$ cat src/rtl/tulip_dsp_pkg.sv
// Shared constants and types for the tulip DSP pipeline.
package tulip_dsp_pkg;

  localparam int C_ADC_DWIDTH = 24;

  typedef enum logic [1:0] {
    ST_RUN    = 2'd0,
    ST_DRAIN  = 2'd1,
    ST_SWITCH = 2'd2
  } switch_state_t;

endpackage

$ cat src/rtl/tulip_path_switch_if.sv
// Stream bundle around the path switch: upstream, per-chain and downstream valid/ready.
interface tulip_path_switch_if
  import tulip_dsp_pkg::*;
#(
  parameter int G_DWIDTH    = C_ADC_DWIDTH,
  parameter int G_NUM_PATHS = 2
);
  logic [G_DWIDTH-1:0]             din;
  logic                            din_valid;
  logic                            din_ready;
  logic [G_DWIDTH-1:0]             chain_din;
  logic [G_NUM_PATHS-1:0]          chain_din_valid;
  logic [G_NUM_PATHS-1:0]          chain_din_ready;
  logic [G_NUM_PATHS*G_DWIDTH-1:0] chain_dout;
  logic [G_NUM_PATHS-1:0]          chain_dout_valid;
  logic [G_NUM_PATHS-1:0]          chain_dout_ready;
  logic [G_DWIDTH-1:0]             dout;
  logic                            dout_valid;
  logic                            dout_ready;

  modport master (
    output din, din_valid, chain_din_ready, chain_dout, chain_dout_valid, dout_ready,
    input  din_ready, chain_din, chain_din_valid, chain_dout_ready, dout, dout_valid
  );

  modport slave (
    input  din, din_valid, chain_din_ready, chain_dout, chain_dout_valid, dout_ready,
    output din_ready, chain_din, chain_din_valid, chain_dout_ready, dout, dout_valid
  );
endinterface

$ cat src/rtl/tulip_inflight_counter.sv
// Saturating up/down count of samples outstanding inside the active chain.
module tulip_inflight_counter #(
  parameter int G_MAX = 64,
  localparam int CNTW = $clog2(G_MAX + 1)
) (
  input  logic clk,
  input  logic reset,
  input  logic clear,
  input  logic inc,
  input  logic dec,
  output logic full,
  output logic empty
);
  localparam logic [CNTW-1:0] C_MAX  = CNTW'(G_MAX);
  localparam logic [CNTW-1:0] C_ZERO = CNTW'(0);
  localparam logic [CNTW-1:0] C_ONE  = CNTW'(1);

  logic [CNTW-1:0] r_count;

  // count register; simultaneous inc and dec cancel
  always_ff @(posedge clk) begin
    if (reset || clear) begin
      r_count <= C_ZERO;
    end else if (inc && !dec && (r_count != C_MAX)) begin
      r_count <= r_count + C_ONE;
    end else if (dec && !inc && (r_count != C_ZERO)) begin
      r_count <= r_count - C_ONE;
    end else begin
      r_count <= r_count;
    end
  end

  assign full  = (r_count == C_MAX);
  assign empty = (r_count == C_ZERO);
endmodule

$ cat src/rtl/tulip_path_switch.sv
// Glitch-free selector among G_NUM_PATHS processing chains: stalls input and drains
// the active chain before moving to a new path, with an optional drain timeout.
module tulip_path_switch
  import tulip_dsp_pkg::*;
#(
  parameter int G_DWIDTH        = C_ADC_DWIDTH,
  parameter int G_NUM_PATHS     = 2,
  parameter int G_MAX_INFLIGHT  = 64,
  parameter int G_DRAIN_TIMEOUT = 4096,
  parameter int G_RESET_PATH    = 0,
  localparam int SELW = $clog2(G_NUM_PATHS)
) (
  input  logic            clk,
  input  logic            reset,
  input  logic            enable,
  input  logic [SELW-1:0] path_sel,
  output logic [SELW-1:0] active_path,
  output logic            switch_busy,
  output logic            drain_timeout,
  tulip_path_switch_if.slave bus
);
  localparam int TMRW = (G_DRAIN_TIMEOUT > 1) ? $clog2(G_DRAIN_TIMEOUT) : 1;
  localparam bit                C_TMR_EN     = (G_DRAIN_TIMEOUT != 0);
  localparam logic [TMRW-1:0]   C_TMR_LAST   = TMRW'(G_DRAIN_TIMEOUT - 1);
  localparam logic [TMRW-1:0]   C_TMR_ZERO   = TMRW'(0);
  localparam logic [TMRW-1:0]   C_TMR_ONE    = TMRW'(1);
  localparam logic [SELW-1:0]   C_RESET_PATH = SELW'(G_RESET_PATH);
  localparam logic [SELW:0]     C_NUM_PATHS  = (SELW + 1)'(G_NUM_PATHS);

  switch_state_t   r_state, w_state_nxt;
  logic [SELW-1:0] r_active, w_active_nxt;
  logic [SELW-1:0] r_pending, w_pending_nxt;
  logic [TMRW-1:0] r_timer, w_timer_nxt;
  logic            r_busy;
  logic            r_timeout;
  logic            w_timeout_set;
  logic            w_sel_change;
  logic            w_go;
  logic            w_full;
  logic            w_empty;
  logic [G_DWIDTH-1:0] w_chain_dout [G_NUM_PATHS];

  // out-of-range requests never count as a change
  assign w_sel_change = ({1'b0, path_sel} < C_NUM_PATHS) && (path_sel != r_active);
  assign w_go = (r_state == ST_RUN) && enable && !reset && !w_full && !w_sel_change;

  for (genvar g = 0; g < G_NUM_PATHS; g++) begin : g_split
    assign w_chain_dout[g] = bus.chain_dout[g*G_DWIDTH +: G_DWIDTH];
  end

  tulip_inflight_counter #(
    .G_MAX (G_MAX_INFLIGHT)
  ) u_inflight (
    .clk   (clk),
    .reset (reset || !enable),
    .clear (w_timeout_set),
    .inc   (bus.din_valid && bus.din_ready),
    .dec   (bus.dout_valid && bus.dout_ready),
    .full  (w_full),
    .empty (w_empty)
  );

  // zero-latency routing; only the active path sees valid/ready
  always_comb begin
    bus.chain_din        = bus.din;
    bus.chain_din_valid  = {G_NUM_PATHS{1'b0}};
    bus.chain_dout_ready = {G_NUM_PATHS{1'b0}};
    bus.chain_din_valid[r_active]  = bus.din_valid && w_go;
    bus.chain_dout_ready[r_active] = bus.dout_ready;
    bus.din_ready  = bus.chain_din_ready[r_active] && w_go;
    bus.dout       = w_chain_dout[r_active];
    bus.dout_valid = bus.chain_dout_valid[r_active];
  end

  // next-state logic for RUN/DRAIN/SWITCH
  always_comb begin
    w_state_nxt   = r_state;
    w_active_nxt  = r_active;
    w_pending_nxt = r_pending;
    w_timer_nxt   = r_timer;
    w_timeout_set = 1'b0;
    case (r_state)
      ST_RUN: begin
        if (w_sel_change) begin
          w_pending_nxt = path_sel;
          w_timer_nxt   = C_TMR_ZERO;
          w_state_nxt   = ST_DRAIN;
        end else begin
          w_state_nxt = ST_RUN;
        end
      end
      ST_DRAIN: begin
        w_timer_nxt = r_timer + C_TMR_ONE;
        if (w_empty) begin
          w_state_nxt = ST_SWITCH;
        end else if (C_TMR_EN && (r_timer == C_TMR_LAST)) begin
          w_state_nxt   = ST_SWITCH;
          w_timeout_set = 1'b1;
        end else begin
          w_state_nxt = ST_DRAIN;
        end
      end
      ST_SWITCH: begin
        w_active_nxt = r_pending;
        w_timer_nxt  = C_TMR_ZERO;
        w_state_nxt  = ST_RUN;
      end
      default: begin
        w_timer_nxt = C_TMR_ZERO;
        w_state_nxt = ST_RUN;
      end
    endcase
  end

  // state and status registers; enable low acts exactly like reset
  always_ff @(posedge clk) begin
    if (reset || !enable) begin
      r_state   <= ST_RUN;
      r_active  <= C_RESET_PATH;
      r_pending <= C_RESET_PATH;
      r_timer   <= C_TMR_ZERO;
      r_busy    <= 1'b0;
      r_timeout <= 1'b0;
    end else begin
      r_state   <= w_state_nxt;
      r_active  <= w_active_nxt;
      r_pending <= w_pending_nxt;
      r_timer   <= w_timer_nxt;
      r_busy    <= (w_state_nxt != ST_RUN);
      r_timeout <= r_timeout | w_timeout_set;
    end
  end

  assign active_path   = r_active;
  assign switch_busy   = r_busy;
  assign drain_timeout = r_timeout;
endmodule

$ cat src/flat_wrapper.sv
// flat-port wrapper written by rule: the top's interface ports become plain ports
module tulip_path_switch_flat import tulip_dsp_pkg::*;
#(
  parameter int G_DWIDTH        = C_ADC_DWIDTH,
  parameter int G_NUM_PATHS     = 2,
  parameter int G_MAX_INFLIGHT  = 64,
  parameter int G_DRAIN_TIMEOUT = 4096,
  parameter int G_RESET_PATH    = 0,
  localparam int SELW = $clog2(G_NUM_PATHS)
)
  (clk, reset, enable, path_sel, active_path, switch_busy, drain_timeout, bus_din, bus_din_valid, bus_chain_din_ready, bus_chain_dout, bus_chain_dout_valid, bus_dout_ready, bus_din_ready, bus_chain_din, bus_chain_din_valid, bus_chain_dout_ready, bus_dout, bus_dout_valid);
  tulip_path_switch_if #(.G_DWIDTH(G_DWIDTH), .G_NUM_PATHS(G_NUM_PATHS)) bus_i ();
  input  logic clk;
  input  logic reset;
  input  logic enable;
  input  logic [SELW-1:0] path_sel;
  output logic [SELW-1:0] active_path;
  output logic switch_busy;
  output logic drain_timeout;
  input wire logic [$bits(bus_i.din)-1:0] bus_din;
  input wire logic [$bits(bus_i.din_valid)-1:0] bus_din_valid;
  input wire logic [$bits(bus_i.chain_din_ready)-1:0] bus_chain_din_ready;
  input wire logic [$bits(bus_i.chain_dout)-1:0] bus_chain_dout;
  input wire logic [$bits(bus_i.chain_dout_valid)-1:0] bus_chain_dout_valid;
  input wire logic [$bits(bus_i.dout_ready)-1:0] bus_dout_ready;
  output wire logic [$bits(bus_i.din_ready)-1:0] bus_din_ready;
  output wire logic [$bits(bus_i.chain_din)-1:0] bus_chain_din;
  output wire logic [$bits(bus_i.chain_din_valid)-1:0] bus_chain_din_valid;
  output wire logic [$bits(bus_i.chain_dout_ready)-1:0] bus_chain_dout_ready;
  output wire logic [$bits(bus_i.dout)-1:0] bus_dout;
  output wire logic [$bits(bus_i.dout_valid)-1:0] bus_dout_valid;
  assign bus_i.din = bus_din;
  assign bus_i.din_valid = bus_din_valid;
  assign bus_i.chain_din_ready = bus_chain_din_ready;
  assign bus_i.chain_dout = bus_chain_dout;
  assign bus_i.chain_dout_valid = bus_chain_dout_valid;
  assign bus_i.dout_ready = bus_dout_ready;
  assign bus_din_ready = bus_i.din_ready;
  assign bus_chain_din = bus_i.chain_din;
  assign bus_chain_din_valid = bus_i.chain_din_valid;
  assign bus_chain_dout_ready = bus_i.chain_dout_ready;
  assign bus_dout = bus_i.dout;
  assign bus_dout_valid = bus_i.dout_valid;
  tulip_path_switch #(.G_DWIDTH(G_DWIDTH), .G_NUM_PATHS(G_NUM_PATHS), .G_MAX_INFLIGHT(G_MAX_INFLIGHT), .G_DRAIN_TIMEOUT(G_DRAIN_TIMEOUT), .G_RESET_PATH(G_RESET_PATH)) u_core (.clk(clk), .reset(reset), .enable(enable), .path_sel(path_sel), .active_path(active_path), .switch_busy(switch_busy), .drain_timeout(drain_timeout), .bus(bus_i));
endmodule
$ cat config.mk
export PLATFORM = sky130hd
export DESIGN_NAME = tulip_path_switch_flat
export DESIGN_NICKNAME = d
export VERILOG_FILES = /design/src/rtl/tulip_dsp_pkg.sv /design/src/rtl/tulip_path_switch_if.sv /design/src/rtl/tulip_inflight_counter.sv /design/src/rtl/tulip_path_switch.sv /design/src/flat_wrapper.sv
export SDC_FILE = /design/constraint.sdc
export NUM_CORES = 1
export LEC_CHECK = 0
export CAP_MARGIN = 20
export CORE_ASPECT_RATIO = 1.25
export CORE_MARGIN = 8
export CORE_UTILIZATION = 36
export CTS_CLUSTER_SIZE = 16
export DETAILED_ROUTE_END_ITERATION = 8
export PLACE_DENSITY = 0.84
export SLEW_MARGIN = 25
export SYNTH_ARGS = -nofsm -noshare
export SYNTH_HDL_FRONTEND = slang
export SYNTH_SLANG_ARGS = --single-unit
$ cat constraint.sdc
create_clock -name clk -period 5.2 [get_ports clk]
set_input_delay 1.04 -clock clk [delete_from_list [all_inputs] [get_ports clk]]
set_output_delay 1.04 -clock clk [all_outputs]
set_load 0.02 [all_outputs]
=== Yosys cells after proc, flatten, opt, wreduce, memory -nomap -nowiden ===
Index checks and enable logic that the tools add are counted.

* Register bits: 25

* Equality and inequality tests: 7
* Add/subtract/negate cells: 3
* Muxes and demuxes: 20
* Bitwise logic cells: 4
* Reductions and logical operators: 27
* Magnitude comparators: 3

{| class="wikitable"
|+ Operators with widths
! operator !! number
|-
| 2-to-1 mux 24 bit || 3
|-
| case mux 12 bit (2 select lines) || 1
|-
| 2-to-1 mux 7 bit || 2
|-
| logical AND 1 bit || 13
|-
| adder 12 x 1 -> 12 bit, second input constant || 1
|-
| equality test 12 bit, second input constant || 1
|-
| 2-to-1 mux 12 bit || 1
|-
| 2-to-1 mux 1 bit || 9
|-
| adder 7 x 1 -> 7 bit, second input constant || 1
|-
| equality test 7 bit, second input constant || 1
|-
| zero test 7 bit || 1
|-
| != test 7 bit, second input constant || 1
|-
| nonzero test 7 bit || 1
|-
| subtractor 7 x 1 -> 7 bit, second input constant || 1
|-
| zero test 1 bit || 6
|-
| bitwise AND 2 bit || 2
|-
| 2-to-1 mux 2 bit || 2
|-
| case mux 2 bit (2 select lines) || 1
|-
| nonzero test 2 bit || 2
|-
| equality test 2 x 1 -> 1 bit, second input constant || 1
|-
| equality test 2 bit, second input constant || 1
|-
| greater-or-equal comparator 2 bit, second input constant || 1
|-
| zero test 2 bit || 1
|-
| logical OR 1 bit || 2
|-
| other kinds (8) || 8
|}

=== Depth between registers and ports, before layout ===
* Depth after elaboration: 12
* Depth in mapped cells: 11

=== Modules after synthesis ===
A second synthesis with hierarchy kept.

* Cell total of the unflattened synthesis: 229
* Area, all modules: 1,981.9 um^2

{| class="wikitable"
|+ By module, submodules not included
! module !! instances !! cells each !! area each (um^2)
|-
| tulip_path_switch || 1 || 167 || 1,433.9
|-
| tulip_inflight_counter || 1 || 62 || 548.0
|}

=== Least setup slack after synthesis ===
OpenSTA, ideal clock, no wires.

* Path kind: input to register
* Start: input reset
* End: register u_core.u_inflight.r_count[6]
* Stages: 10
* Library setup time: 58 ps
* Path buffers: 0
* Arrival time: 3,157 ps
* Path slack: 1,985 ps
* Required time: 5,142 ps
* Cell sequence: nand3b_1 nor4_4 o211ai_2 fa_1 a211oi_1 o21bai_1 a21oi_1 xnor2_1 a211o_1 nand2_1

* Cells in the longest elaborated chain, start to end: 10

{| class="wikitable"
|+ RTL lines
! item !! RTL line !! text
|-
| start: declaration || flat_wrapper.sv:14 || <nowiki>input logic reset;</nowiki>
|-
| zero test 1 bit || tulip_path_switch.sv:45 || <nowiki>assign w_go = (r_state == ST_RUN) && enable && !reset && !w_full && !w_sel_change;</nowiki>
|-
| logical AND 1 bit (3 in a row) || tulip_path_switch.sv:45 ||
|-
| logical AND 1 bit || tulip_path_switch.sv:70 || <nowiki>bus.din_ready = bus.chain_din_ready[r_active] && w_go;</nowiki>
|-
| logical AND 1 bit || tulip_path_switch.sv:57 || <nowiki>.inc (bus.din_valid && bus.din_ready),</nowiki>
|-
| zero test 1 bit || tulip_inflight_counter.sv:26 || <nowiki>end else if (dec && !inc && (r_count != C_ZERO)) begin</nowiki>
|-
| logical AND 1 bit (2 in a row) || tulip_inflight_counter.sv:26 ||
|-
| nonzero test 2 bit (no line) || n/a ||
|-
| end signal: assignment || tulip_inflight_counter.sv:25 || <nowiki>r_count <= r_count + C_ONE;</nowiki>
|-
| end signal: assignment || tulip_inflight_counter.sv:27 || <nowiki>r_count <= r_count - C_ONE;</nowiki>
|-
| end signal: assignment || tulip_inflight_counter.sv:29 || <nowiki>r_count <= r_count;</nowiki>
|-
| end: declaration || tulip_inflight_counter.sv:18 || <nowiki>logic [CNTW-1:0] r_count;</nowiki>
|}

Several ways; a longest one is shown, not always the timed one.
A chain may end at the register's enable or synchronous reset.

=== Final worst setup path ===
* Start: input path_sel
* End: output bus_chain_din_valid[1]

* Cells in the longest elaborated chain, start to end: 5

{| class="wikitable"
|+ RTL lines
! item !! RTL line !! text
|-
| start: declaration || flat_wrapper.sv:16 || <nowiki>input logic [SELW-1:0] path_sel;</nowiki>
|-
| != test 1 bit || tulip_path_switch.sv:44 || <nowiki>assign w_sel_change = ({1'b0, path_sel} < C_NUM_PATHS) && (path_sel != r_active);</nowiki>
|-
| zero test 1 bit || tulip_path_switch.sv:45 ||
|-
| logical AND 1 bit || tulip_path_switch.sv:45 ||
|-
| logical AND 1 bit || tulip_path_switch.sv:68 || <nowiki>bus.chain_din_valid[r_active] = bus.din_valid && w_go;</nowiki>
|-
| bitwise AND 2 bit (no line) || n/a ||
|-
| end: declaration || flat_wrapper.sv:28 || <nowiki>output wire logic [$bits(bus_i.chain_din_valid)-1:0] bus_chain_din_valid;</nowiki>
|}

No other way between the ends.

==> flow_metrics.env <==
export IMPL_critPathRequiredTime_ps=4160
export IMPL_async_flop_share_pct=0
export IMPL_avgRoutedWirePerCell_um=15.2
export IMPL_h_tree_depth=1
export IMPL_startpoint_type="primary input"
export IMPL_cp_common_cell="clkdlybuf4s50_1"
export IMPL_grt_use_total_pct=13.2
export IMPL_synth_area_leaders="dfxtp_1, mux2_2, buf_4"
export IMPL_critical_path_class="in -> out"
export IMPL_ys_types=50
export IMPL_tns_ps=0
export IMPL_synth_top_flop_cell="dfxtp_1"
export IMPL_synth_top_family_by_area="simple AND/OR/NAND/NOR gates"
export IMPL_num_vias=1640
export IMPL_cts_sinks=25
export IMPL_power_leakage_nw=0.993
export IMPL_dieArea_mm2=0.00788
export IMPL_drtPass1Iterations=4
export IMPL_critPathCaptureType="output pin"
export IMPL_ctsHoldBuffers=0
export IMPL_crit_arrival_ps=2950
export IMPL_rows=29
export IMPL_synthesis_area_mm2=0.00190
export IMPL_grt_pass1_vias=1773
export IMPL_grt_max_degree=23
export IMPL_layout_commonest_cell="clkdlybuf4s50_1"
export IMPL_synth_compound_area_share_pct=8.35
export IMPL_clockRootBuffer="clkbuf_8"
export IMPL_peakVddDrop_uv=96.6
export IMPL_rsz0062_at_grt="false"
export IMPL_finalCritPeriodShare_pct=76.8
export IMPL_crit_chain="clkdlybuf4s50_1, xor2_2, nand2b_1, nor4b_1, clkdlybuf4s50_1"
export IMPL_cts_buffers=3
export IMPL_synth_cells=208
export IMPL_min_period_ps=3990
export IMPL_synth_adder_area_share_pct=5.65
export IMPL_ios=139
export IMPL_synth_xor_area_share_pct=8.22
export IMPL_cts_resized_gates=0
export IMPL_finalWirelength_mm=5.10
export IMPL_ant_nets=0
export IMPL_cts_clk_slew_worst_paths_ps=90
export IMPL_fillCellCount=473
export IMPL_die_y_um=97.3
export IMPL_drive_above_1_share_pct=14.7
export IMPL_place_congestion=0.779
export IMPL_maxSlewViolCount=0
export IMPL_worstPathMaxFanout=4
export IMPL_route_detailed_drc=0
export IMPL_synth_fp_nets=298
export IMPL_synth_top_area_share_pct=26.3
export IMPL_fin_nets=364
export IMPL_worst_pin_slew_ps=692
export IMPL_initial_core_util_pct=37.5
export IMPL_yosysSeqAreaShare_pct=26.3
export IMPL_vias_per_cell=4.90
export IMPL_fin_skew_ps=1.63
export IMPL_setup_viol=0
export IMPL_hp_class="reg -> reg"
export IMPL_p_per_area_mw_per_mm2=163
export IMPL_clock_path_buffers=2
export IMPL_avgSynthCellArea_um2=9.15
export IMPL_layout_common_cells="clkdlybuf4s50_1, nor2_1, dfxtp_1"
export IMPL_outcome="completed"
export IMPL_gr_total_overflow=0
export IMPL_synth_simple_area_share_pct=21.3
export IMPL_antenna_found_initial=0
export IMPL_grt_first_pass_wirelength_mm=8.60
export IMPL_cp_slowest_cell="clkdlybuf4s50_1"
export IMPL_maxCapViolations=0
export IMPL_hold_ws_ps=458
export IMPL_synth_seq_cells=25
export IMPL_reg2reg_setup_slack_ps=2060
export IMPL_dp_hpwl_mm=4.35
export IMPL_postCtsSetupBuffers=0
export IMPL_synth_top_area_cell="dfxtp_1"
export IMPL_die_x_um=81.0
export IMPL_cts_tree="built"
export IMPL_clk_latency_ps=270
export IMPL_n_antenna_cell=0
export IMPL_ys_warn_count=0
export IMPL_muxShareOfSynthArea_pct=18.3
export IMPL_first_iter_violations=56
export IMPL_hold_violations=0
export IMPL_synth_edf_count=0
export IMPL_syn_to_final_growth_pct=43.1
export IMPL_port_buffer_count=90
export IMPL_slew_headroom_pct=53.6
export IMPL_fmax_mhz=250
export IMPL_core_area_mm2=0.00508
export IMPL_crit_path_max_incr_delay_ps=690
## kinds of logic after synthesis
| group | count (synthesis) |
|---|---|
| muxes | 31 |
| AOI/OAI and AO/OA | 23 |
| xor gates and xnor gates | 17 |
| buffers and inverters | 33 |
| and+or+nand+nor | 71 |
| DFF | 25 |
| adders and majority gates | 8 |
## flip-flops by register name, summed over array words and instances (netlist names)
signal and count:
u_core.r_state 2, u_core.drain_timeout 1, u_core.r_pending 1, u_core.r_timer 12, u_core.switch_busy 1, u_core.active_path 1, u_core.u_inflight.r_count 7
## power breakdown
part | internal, mW | switching (mW)
combinational | 0.0798 | 0.0512
sequential | 0.194 | 0.00327
clock | 0.0542 | 0.0618
## layer usage
layer,track usage [%],wire (µm),up-vias
met5,0,0,-
met4,5.52,137,0
met3,4.54,431,20
met2,23.6,2740,45
met1,13.2,1800,749
li1,-,-,826
## worst max-delay path: cells and delay by family
kind,cells,cell delay (ps)
xor gates and xnor gates,1,200
buffers and inverters,2,1160
and+or+nand+nor,2,550
## cell usage after synthesis (all sizes together) (2+ instances only)
| master | n |
|---|---|
| and4 | 3 |
| inv | 3 |
| o21ai | 2 |
| or3 | 2 |
| nor2b | 4 |
| dfxtp | 25 |
| a21o | 3 |
| nand3 | 7 |
| mux2i | 6 |
| xor2 | 9 |
| a211oi | 2 |
| nor4 | 4 |
| nor2 | 29 |
| clkbuf | 3 |
| a21oi | 7 |
| xnor2 | 8 |
| nand2 | 10 |
| ha | 7 |
| mux2 | 25 |
| o21bai | 2 |
| nand2b | 3 |
| buf | 27 |
## cell type report
| cell class | count | area, µm² | area share, % |
|---|---|---|---|
| multi-input cells | 150 | 1180 | 43.2 |
| inverters | 3 | 11.3 | 0.413 |
| clock inverters | 1 | 7.51 | 0.276 |
| well taps | 62 | 77.6 | 2.85 |
| clock buffers | 3 | 41.3 | 1.52 |
| repair buffers | 91 | 908 | 33.3 |
| flip-flops and latches | 25 | 500 | 18.4 |
## stage by stage
| step | setup WS [ps] | cell area, µm² | instances | total power, mW | utilization (%) |
|---|---|---|---|---|---|
| finish | 1210 | 2720 | 335 | 0.444 | 53.6 |
| global route | 1180 | 2720 | 335 | 0.470 | 53.6 |
| CTS | 1220 | 2720 | 335 | 0.450 | 53.6 |
| detailed placement | 1220 | 2680 | 331 | 0.333 | 52.7 |
| global placement | 1280 | 2680 | 331 | 0.331 | 52.7 |
| floorplan | 1980 | 1900 | 208 | 0.287 | - |
## worst paths after layout
check	end	cells past startpoint	from
worst max-delay path	bus_chain_din_valid[1]	5	path_sel
worst max register to register	u_core.u_inflight.r_count[6]	10	u_core.active_path
worst min register to register	u_core.drain_timeout	2	u_core.drain_timeout
worst min-delay path	u_core.drain_timeout	2	u_core.drain_timeout
Note: power is estimated with default switching activity, not from simulation.
